## config.mk

```make
export PLATFORM = sky130hd
export DESIGN_NAME = inst_loader
export DESIGN_NICKNAME = d
export VERILOG_FILES = /design/src/rtl/inst_loader_pkg.sv /design/src/rtl/inst_loader_fifo.sv /design/src/rtl/inst_loader.sv
export SDC_FILE = /design/constraint.sdc
export NUM_CORES = 1
export LEC_CHECK = 0
export ABC_AREA = 1
export ABC_CLOCK_PERIOD_IN_PS = 3100
export CELL_PAD_IN_SITES_DETAIL_PLACEMENT = 0
export CELL_PAD_IN_SITES_GLOBAL_PLACEMENT = 1
export CORE_UTILIZATION = 41
export CTS_BUF_LIST = sky130_fd_sc_hd__clkbuf_8
export CTS_CLUSTER_DIAMETER = 150
export DETAILED_ROUTE_END_ITERATION = 8
export PLACE_DENSITY_LB_ADDON = 0.1
export SKIP_LAST_GASP = 1
export SYNTH_ARGS = -nofsm -noshare
export SYNTH_HDL_FRONTEND = slang
export SYNTH_SLANG_ARGS = --single-unit
```

## constraint.sdc

```tcl
create_clock -name clk -period 3.1 [get_ports clk]
set_input_delay 0.93 -clock clk [delete_from_list [all_inputs] [get_ports clk]]
set_output_delay 0.93 -clock clk [all_outputs]
set_load 0.01 [all_outputs]
```

## src/rtl/inst_loader_pkg.sv

```systemverilog
// ============================================================================
// Module      : inst_loader_pkg
// Description : Shared definitions for the instruction loader: data width,
//               default stream terminator and the loader state encoding.
// Revision    : 1.0 - initial release
// ============================================================================
`default_nettype none

package inst_loader_pkg;

  // Instruction word width
  localparam int cXLEN = 32;

  // Default stream terminator; never written into instruction memory
  localparam logic [cXLEN-1:0] cInstEndMarker = 32'hDEABBEAF;

  // Loader sequencing states; DONE and ERR are only left through reset
  typedef enum logic [2:0] {
    IDLE  = 3'd0,
    LOAD  = 3'd1,
    DRAIN = 3'd2,
    DONE  = 3'd3,
    ERR   = 3'd4
  } loader_state_t;

  // True for the states that end a load and freeze all progress
  function automatic logic is_terminal(input loader_state_t s);
    return (s == DONE) || (s == ERR);
  endfunction

endpackage

`default_nettype wire

```

## src/rtl/inst_loader_fifo.sv

```systemverilog
// ============================================================================
// Module      : inst_fifo
// Description : Synchronous FIFO with full/empty flags. The head word is
//               presented combinationally on o_rdata while not empty.
//               A push and a pop in the same cycle leave occupancy unchanged,
//               including when the FIFO is full.
// Revision    : 1.0 - initial release
// ============================================================================
`default_nettype none

module inst_fifo #(
  parameter int DEPTH = 4,   // power of two, at least 2
  parameter int WIDTH = 32
) (
  input  logic             clk,
  input  logic             rst,
  input  logic             i_push,
  input  logic [WIDTH-1:0] i_wdata,
  input  logic             i_pop,
  output logic [WIDTH-1:0] o_rdata,
  output logic             o_full,
  output logic             o_empty
);

  localparam int cPW = $clog2(DEPTH);

  // Pointers carry one extra wrap bit to tell full from empty
  logic [cPW:0]     r_wr_ptr;
  logic [cPW:0]     r_rd_ptr;
  logic [WIDTH-1:0] r_mem [DEPTH];

  logic w_full;
  logic w_empty;
  logic w_do_push;
  logic w_do_pop;

  // Flags and qualified push/pop; a full FIFO still takes a word when the
  // head leaves in the same cycle
  always_comb begin
    w_empty   = (r_wr_ptr == r_rd_ptr);
    w_full    = (r_wr_ptr[cPW] != r_rd_ptr[cPW]) &&
                (r_wr_ptr[cPW-1:0] == r_rd_ptr[cPW-1:0]);
    w_do_pop  = i_pop && !w_empty;
    w_do_push = i_push && (!w_full || w_do_pop);
  end

  // Pointer update; reset discards everything buffered
  always_ff @(posedge clk) begin
    if (rst) begin
      r_wr_ptr <= '0;
      r_rd_ptr <= '0;
    end else begin
      if (w_do_push) r_wr_ptr <= r_wr_ptr + {{cPW{1'b0}}, 1'b1};
      if (w_do_pop)  r_rd_ptr <= r_rd_ptr + {{cPW{1'b0}}, 1'b1};
    end
  end

  // Storage write; contents need no reset since the pointers gate visibility
  always_ff @(posedge clk) begin
    if (w_do_push) r_mem[r_wr_ptr[cPW-1:0]] <= i_wdata;
  end

  assign o_rdata = r_mem[r_rd_ptr[cPW-1:0]];
  assign o_full  = w_full;
  assign o_empty = w_empty;

endmodule

`default_nettype wire

```

## src/rtl/inst_loader.sv

```systemverilog
// ============================================================================
// Module      : inst_loader
// Description : Streams instruction words into instruction memory through a
//               small input FIFO, stops on an end-marker word, and keeps the
//               core in reset until the load has completed. Overflowing the
//               memory depth is reported as a sticky error.
//               Optional feature macro: INST_LOAD_CHECKSUM_EN adds output
//               loadSum, the XOR of every word written to memory.
// Revision    : 1.0 - initial release
// ============================================================================
`default_nettype none

module inst_loader
  import inst_loader_pkg::*;
#(
  parameter int               pMemDepth  = 1024,
  parameter int               pFifoDepth = 4,
  parameter logic [cXLEN-1:0] pEndMarker = cInstEndMarker
) (
  input  logic                         clk,
  input  logic                         rst,
  input  logic                         instWen,
  input  logic [cXLEN-1:0]             inst2Write,
  output logic                         instReady,
  output logic                         memWen,
  output logic [$clog2(pMemDepth)-1:0] memAddr,
  output logic [cXLEN-1:0]             memData,
  output logic [$clog2(pMemDepth):0]   instCount,
  output logic                         loadDone,
  output logic                         loadErr,
  output logic                         coreRst
`ifdef INST_LOAD_CHECKSUM_EN
  ,
  output logic [cXLEN-1:0]             loadSum
`endif
);

  localparam int cAW = $clog2(pMemDepth);
  localparam int cCW = cAW + 1;
  localparam logic [cCW-1:0] cDepthCount = cCW'(pMemDepth);

  loader_state_t r_state;
  loader_state_t w_state_nxt;

  logic             r_memWen;
  logic [cAW-1:0]   r_memAddr;
  logic [cXLEN-1:0] r_memData;
  logic [cCW-1:0]   r_instCount;

  logic             w_accept;
  logic             w_is_marker;
  logic             w_push;
  logic             w_can_pop;
  logic             w_overflow;
  logic             w_write;
  logic [cXLEN-1:0] w_fifo_rdata;
  logic             w_fifo_full;
  logic             w_fifo_empty;

  // Input qualification and write/overflow decisions for this cycle
  always_comb begin
    w_accept    = instWen && instReady;
    w_is_marker = (inst2Write == pEndMarker);
    // The marker only steers the FSM; it never enters the FIFO
    w_push      = w_accept && !w_is_marker;
    w_can_pop   = ((r_state == LOAD) || (r_state == DRAIN)) && !w_fifo_empty;
    // Memory already holds pMemDepth words: the head word cannot be written
    w_overflow  = w_can_pop && (r_instCount == cDepthCount);
    w_write     = w_can_pop && !w_overflow;
  end

  inst_fifo #(
    .DEPTH (pFifoDepth),
    .WIDTH (cXLEN)
  ) u_fifo (
    .clk     (clk),
    .rst     (rst),
    .i_push  (w_push),
    .i_wdata (inst2Write),
    .i_pop   (w_write),
    .o_rdata (w_fifo_rdata),
    .o_full  (w_fifo_full),
    .o_empty (w_fifo_empty)
  );

  // State register
  always_ff @(posedge clk) begin
    if (rst) r_state <= IDLE;
    else     r_state <= w_state_nxt;
  end

  // Next-state decode and state-derived handshake/status outputs
  always_comb begin
    w_state_nxt = r_state;
    instReady   = 1'b0;
    loadDone    = 1'b0;
    loadErr     = 1'b0;
    coreRst     = 1'b1;

    unique case (r_state)
      IDLE: begin
        instReady = !w_fifo_full;
        if (w_accept) w_state_nxt = w_is_marker ? DRAIN : LOAD;
      end
      LOAD: begin
        instReady = !w_fifo_full;
        if (w_overflow)                   w_state_nxt = ERR;
        else if (w_accept && w_is_marker) w_state_nxt = DRAIN;
      end
      DRAIN: begin
        // Leaves one cycle after the final pop, so the last memWen is
        // already visible when loadDone rises
        if (w_overflow)        w_state_nxt = ERR;
        else if (w_fifo_empty) w_state_nxt = DONE;
      end
      DONE: begin
        loadDone = 1'b1;
        coreRst  = 1'b0;
      end
      ERR: begin
        loadErr = 1'b1;
      end
      default: begin
        w_state_nxt = IDLE;
      end
    endcase
  end

  // Registered memory write port; address follows the running word count
  always_ff @(posedge clk) begin
    if (rst) begin
      r_memWen    <= 1'b0;
      r_memAddr   <= '0;
      r_memData   <= '0;
      r_instCount <= '0;
    end else begin
      r_memWen <= w_write;
      if (w_write) begin
        r_memAddr   <= r_instCount[cAW-1:0];
        r_memData   <= w_fifo_rdata;
        r_instCount <= r_instCount + {{cAW{1'b0}}, 1'b1};
      end
    end
  end

  assign memWen    = r_memWen;
  assign memAddr   = r_memAddr;
  assign memData   = r_memData;
  assign instCount = r_instCount;

`ifdef INST_LOAD_CHECKSUM_EN
  logic [cXLEN-1:0] r_loadSum;

  // Running XOR of written words, frozen once the load has ended
  always_ff @(posedge clk) begin
    if (rst)                                 r_loadSum <= '0;
    else if (w_write && !is_terminal(r_state)) r_loadSum <= r_loadSum ^ w_fifo_rdata;
  end

  assign loadSum = r_loadSum;
`endif

endmodule

`default_nettype wire

```

== After elaboration in Yosys (flattened, before gate mapping) ==
Memories as Yosys holds them, arrays and structs flattened. A register that Yosys moved wholly into a read port is not among the register bits.
Index checks and enable logic that the tools add are counted.

* Add/sub/neg operators: 3
* Multiply operators: 0
* Div/mod/pow operators: 0
* $lt $le $gt $ge: 0
* Equality and inequality tests: 12
* Shift operators: 0
* Multiplexer cells: 13
* Bitwise operators: 1
* Reduce and logical (&&, ||, !) cells: 19

{| class="wikitable"
|+ Operators with widths
! cell !! count
|-
| 32-bit equality test, second input constant || 1
|-
| 3-bit two-way mux || 5
|-
| 3-bit case mux with 4 select lines || 1
|-
| 11-bit by 1-bit adder with 11-bit output, second input constant || 1
|-
| 11-bit equality test, second input constant || 1
|-
| 1-bit logical AND || 9
|-
| 3-bit by 1-bit adder with 3-bit output, second input constant || 2
|-
| 3-bit by 2-bit equality test with 1-bit output, second input constant || 2
|-
| 1-bit two-way mux || 6
|-
| 3-bit by 2-bit inequality test with 1-bit output, second input constant || 2
|-
| 1-bit zero test || 4
|-
| 4-bit AND reduction || 1
|-
| 2-bit OR reduction || 2
|-
| 3-bit by 1-bit equality test with 1-bit output, second input constant || 1
|-
| 3-bit equality test || 1
|-
| 3-bit equality test, second input constant || 1
|-
| 3-bit zero test || 1
|-
| 2-bit equality test || 1
|-
| 1-bit logical OR || 2
|-
| 2-bit two-way mux || 1
|-
| 2-bit inequality test, second input constant || 1
|-
| 1-bit inequality test || 1
|-
| 1-bit NOT || 1
|}

* Register bits after elaboration: 31
* Bits in latches: 0
* Bits in writable memories: 128
* Memory bits (read-only): 0
* Bits of input ports: 35
* Output and inout bits: 58
* Memories kept: 1

{| class="wikitable"
|+ Memory list
! name !! words !! width !! rd ports !! clocked after Yosys merged registers in !! write ports !! RTL line !! text
|-
| u_fifo.r_mem || 4 || 32 || 1 || 1 || 1 || inst_loader_fifo.sv:30 || <nowiki>logic [WIDTH-1:0] r_mem [DEPTH];</nowiki>
|}

== Depth between registers and ports, before layout ==
* Depth after elaboration: 11
* Gate-level depth with buffers: 12

== Hierarchy ==
Synthesis repeated with hierarchy kept, for this count alone.

* Cells, all modules: 724
* Area, all modules: 7672.4 um2

{| class="wikitable"
|+ Modules (own cells, without submodules)
! module !! instances !! cells an instance !! area an instance (um2) !! seq. area each (um2)
|-
| inst_fifo || 1 || 375 || 5167.5 || 4003.8
|-
| inst_loader || 1 || 349 || 2504.9 || 1141.1
|}

== Worst setup path after synthesis ==
No wires, ideal clock.

* Path type: input -> register
* Start point: input port inst2Write[3]
* End point: memory u_fifo.r_mem[1][0] (enable)
* Arrival: 2798 ps
* Required time: 2679 ps
* Slack: -119 ps
* Stages: 9
* Cell sequence: nand2_1 > inv_1 > nand2_1 > nor2_1 > nand2_1 > nor2_1 > nor2_2 > inv_2 > nor2_1

* Longest elaborated chain between the ends: 6

{| class="wikitable"
|+ Ends and longest elaborated chain
! element !! RTL line !! text
|-
| start, declared || inst_loader.sv:23 || <nowiki>input logic [cXLEN-1:0] inst2Write,</nowiki>
|-
| 32-bit equality test || inst_loader.sv:63 || <nowiki>w_is_marker = (inst2Write == pEndMarker);</nowiki>
|-
| 1-bit zero test || inst_loader.sv:65 || <nowiki>w_push = w_accept && !w_is_marker;</nowiki>
|-
| 1-bit logical AND || inst_loader.sv:65 ||
|-
| 1-bit logical AND || inst_loader_fifo.sv:44 || <nowiki>w_do_push = i_push && (!w_full || w_do_pop);</nowiki>
|-
| 1-bit two-way mux || inst_loader_fifo.sv:60 || <nowiki>if (w_do_push) r_mem[r_wr_ptr[cPW-1:0]] <= i_wdata;</nowiki>
|-
| 1-bit two-way mux (not written as such) || inst_loader_fifo.sv:60 ||
|-
| end, declared || inst_loader_fifo.sv:30 ||
|}

No other way between the ends.

== Worst setup path in the final report ==
* Start point: input port inst2Write[3]
* End point: memory u_fifo.r_mem[0][29] (enable)

The elaborated chain is that of the path after synthesis.

==> impl_metrics.yaml <==
sta:
  finalWorstPathRequiredPeriod_ps: 2927
  timing.final.max_slew_violations: 0
  tightest_slew_ps: 1126
  clock_skew_ps: 17.72
  rsz_0062_raised_after_global_routing: "false"
  finalWorstSetupSlack_ps: 172.8
  fin_hold_ws_ps: 466.0
  timing.final.setup_violations: 0
  fraction_of_the_cycle_the_final_worst_path_needs_pct: 94.43
  timing.max_slew.rel_slack_pct: 24.76
  timing.final.hold_violations: 0
  fmaxAchievable_mhz: 341.6
yosys:
  synth.cell_area_mm2: 0.007557
  synth_top_cells_by_area: "edfxtp_1 51%, dfxtp_1 17%, nor2_1 8.3%"
  synth_simple_gate_area_share_pct: 14.69
  yosysWarningCount: 0
  yosys_register_bits: 191
  muxShareOfSynthArea_pct: 0
  combinational_family_with_the_most_area_after_synthesis: "simple AND/OR/NAND/NOR gates"
  synthDistinctLibCells: 31
  yosys.area_share.xor_xnor_pct: 0.2318
  synthCells: 715
  synth_adder_area_share_pct: 1.159
  syn-mean-instance-area_um2: 10.57
  synth_compound_area_share_pct: 11.64
  synth.top_cell.area_share_pct: 50.86
  seq_area_frac_synth_pct: 67.55
  synth_area_leader_cell: "edfxtp_1"
  synth.net_count: 757
drt:
  drc: 0
  via_per_inst: 5.060
  aggregate_routed_wire_length_um: 17750
  wl_per_cell_um: 16.83
  antenna_nets_post_route: 0
  detailroute.via_count: 5338
  drt_first_pass_iters: 7
  detailedRoute.firstIterationViolations: 305
clocking:
  path_clk_slew_ps: 90
  worst_skew_pair.late_latency_ps: 480
  clk_path_buf_depth: 2
  htree_levels: 4
  cts_tree: "yes"
  cts.repair_timing.setup_buffer_count: 0
  cts_inserted_buffers: 17
  root_buffer: "clkbuf_8"
  cts_resized: 0
  post_cts_hold_buffer_count: 0
  cts.sink_count: 191
setup_path:
  timing_worst_setup_path_type: "primary input to flip-flop"
  cp_max_fo: 32
  worst_setup_path_start_kind: "primary input"
  critPathRequiredTime_ps: 3190
  beginning_of_the_critical_path: "inst2Write[3]"
  endpoint_kind: "flip-flop"
  reg2reg_slack_ps: 530
  r2r-start: "u_fifo.r_wr_ptr[0]"
  cp_data_arrival_time_ps: 3020
grt:
  gr-usage-all-layers_pct: 19.68
  global_route.usage.met3_pct: 3.458
  antenna_found_initial: 0
  globalRouteOverflowTotal: 0
  met2_usage_pct: 32.94
  gr-max-usage-layer: "met2"
  grt_first_pass_wirelength_um: 27350
  grt_util_met1_pct: 25.37
  first_global_vias: 5126
  grt_max_degree: 68
placement:
  dp.final_hpwl_um: 10580
  gp_congestion: 0.7628
  port_buffers: 92
  place_ws_ps: -350.3
  postPlaceCellArea_mm2: 0.008787
layout:
  seqCellArea_mm2: 0.005106
  num-fill-cells: 1640
  finish.net_count: 856
  drive_above_1_share_pct: 9.685
  most-common-layout-cells: "165 x nor2_1, 128 x edfxtp_1, 105 x o21ai_0, 92 x clkdlybuf4s50_1, 62 x dfxtp_1"
  antenna_cell_count: 0
  multiInputGateArea_mm2: 0.002128
  postLayoutCoreUtil_pct: 51.12
  layout-area-overhead-vs-synth_pct: 21.94
  mostFrequentLayoutCell: "nor2_1"
  post-route-cell-area_mm2: 0.009215
floorplan:
  core-area_mm2: 0.01802
  initial_standard_cell_utilization_of_the_core_pct: 41.93
  die_w_um: 137.8
  fp-row-count: 49
  boundaryPins: 93
  floorplan.die.height_um: 137.8
  die-area_mm2: 0.01898
power_and_ir_drop:
  power_leakage_nw: 3.330
  p_total_mw: 6.747
  power_density_mw_per_mm2: 732.2
  power.ir.vdd_worst_mv: 0.3292
status:
  run_status: "finished, final reports clean"
worst_hold_path:
  timing.hold.worst.start: "memAddr[3]"
  min-delay-path-class: "flip-flop to flip-flop"
run:
  timing.max_cap.violations: 0
## worst max-delay path: stages
cell,delay [ps]
clkdlybuf4s50_1,490
nand2_1,100
inv_1,40
nand2_1,90
nor2_1,80
nand2_1,80
nor2_1,70
nor2_2,110
inv_2,130
nor2_4,870
## logic make-up (layout without fill, tap and decap cells)
kind of cell    count (synthesis)  after routing
fa+ha+maj                       7              7
simple gates                  267            268
flops                         191            191
buf+inv                        81            191
xor+xnor                        2              2
compound gates                167            167
## through the flow
stage	setup TNS, ps	std cells
finish	0	1055
global route	0	1055
CTS	0	1054
detailed placement	-39360	1023
global placement	-36710	1023
floorplan	-11390	715
## flip-flops by register name (all words and copies together) (netlist names)
signal	count
instCount	11
memAddr	10
memData	32
memWen	1
r_state	3
u_fifo.r_mem	128
u_fifo.r_rd_ptr	3
u_fifo.r_wr_ptr	3
## area by class of cell
type / count / area share, %
well taps: 229 / 3.109
flip-flops and latches: 191 / 55.41
repair buffers: 117 / 12.03
inverters: 43 / 1.779
multi-input cells: 444 / 23.10
clock buffers: 19 / 2.838
clock inverters: 12 / 1.738
## worst paths after layout
path                                            end  cells past startpoint
worst min-delay path                     memAddr[3]                      2
worst max-delay path            u_fifo.r_mem[0][29]                     10
worst max register to register  u_fifo.r_mem[0][29]                      8
worst min register to register           memAddr[3]                      2
## power by group
part | switching, mW | internal (mW)
Combinational | 1.18 | 0.642
Sequential | 0.125 | 3.09
Clock | 0.870 | 0.842
## Yosys cell counts (all sizes together)
master,count
xor2,1
edfxtp,128
nand4,5
dfxtp,63
nand2,62
and2,1
buf,14
inv,43
a21oi,22
o21ai,112
nor2,172
nand3,14
a41oi,1
xnor2,1
nor4,1
o22ai,32
nor3,12
clkbuf,24
ha,7
## metal layers
metal | up-vias | wire length (um) | part of all wire (%)
met4 | 0 | 226 | 1.3
met5 | - | 0 | 0
li1 | 2660 | - | -
met3 | 17 | 750 | 4.2
met2 | 121 | 8671 | 49
met1 | 2540 | 8104 | 46
Note: power is estimated with default switching activity, not from simulation.
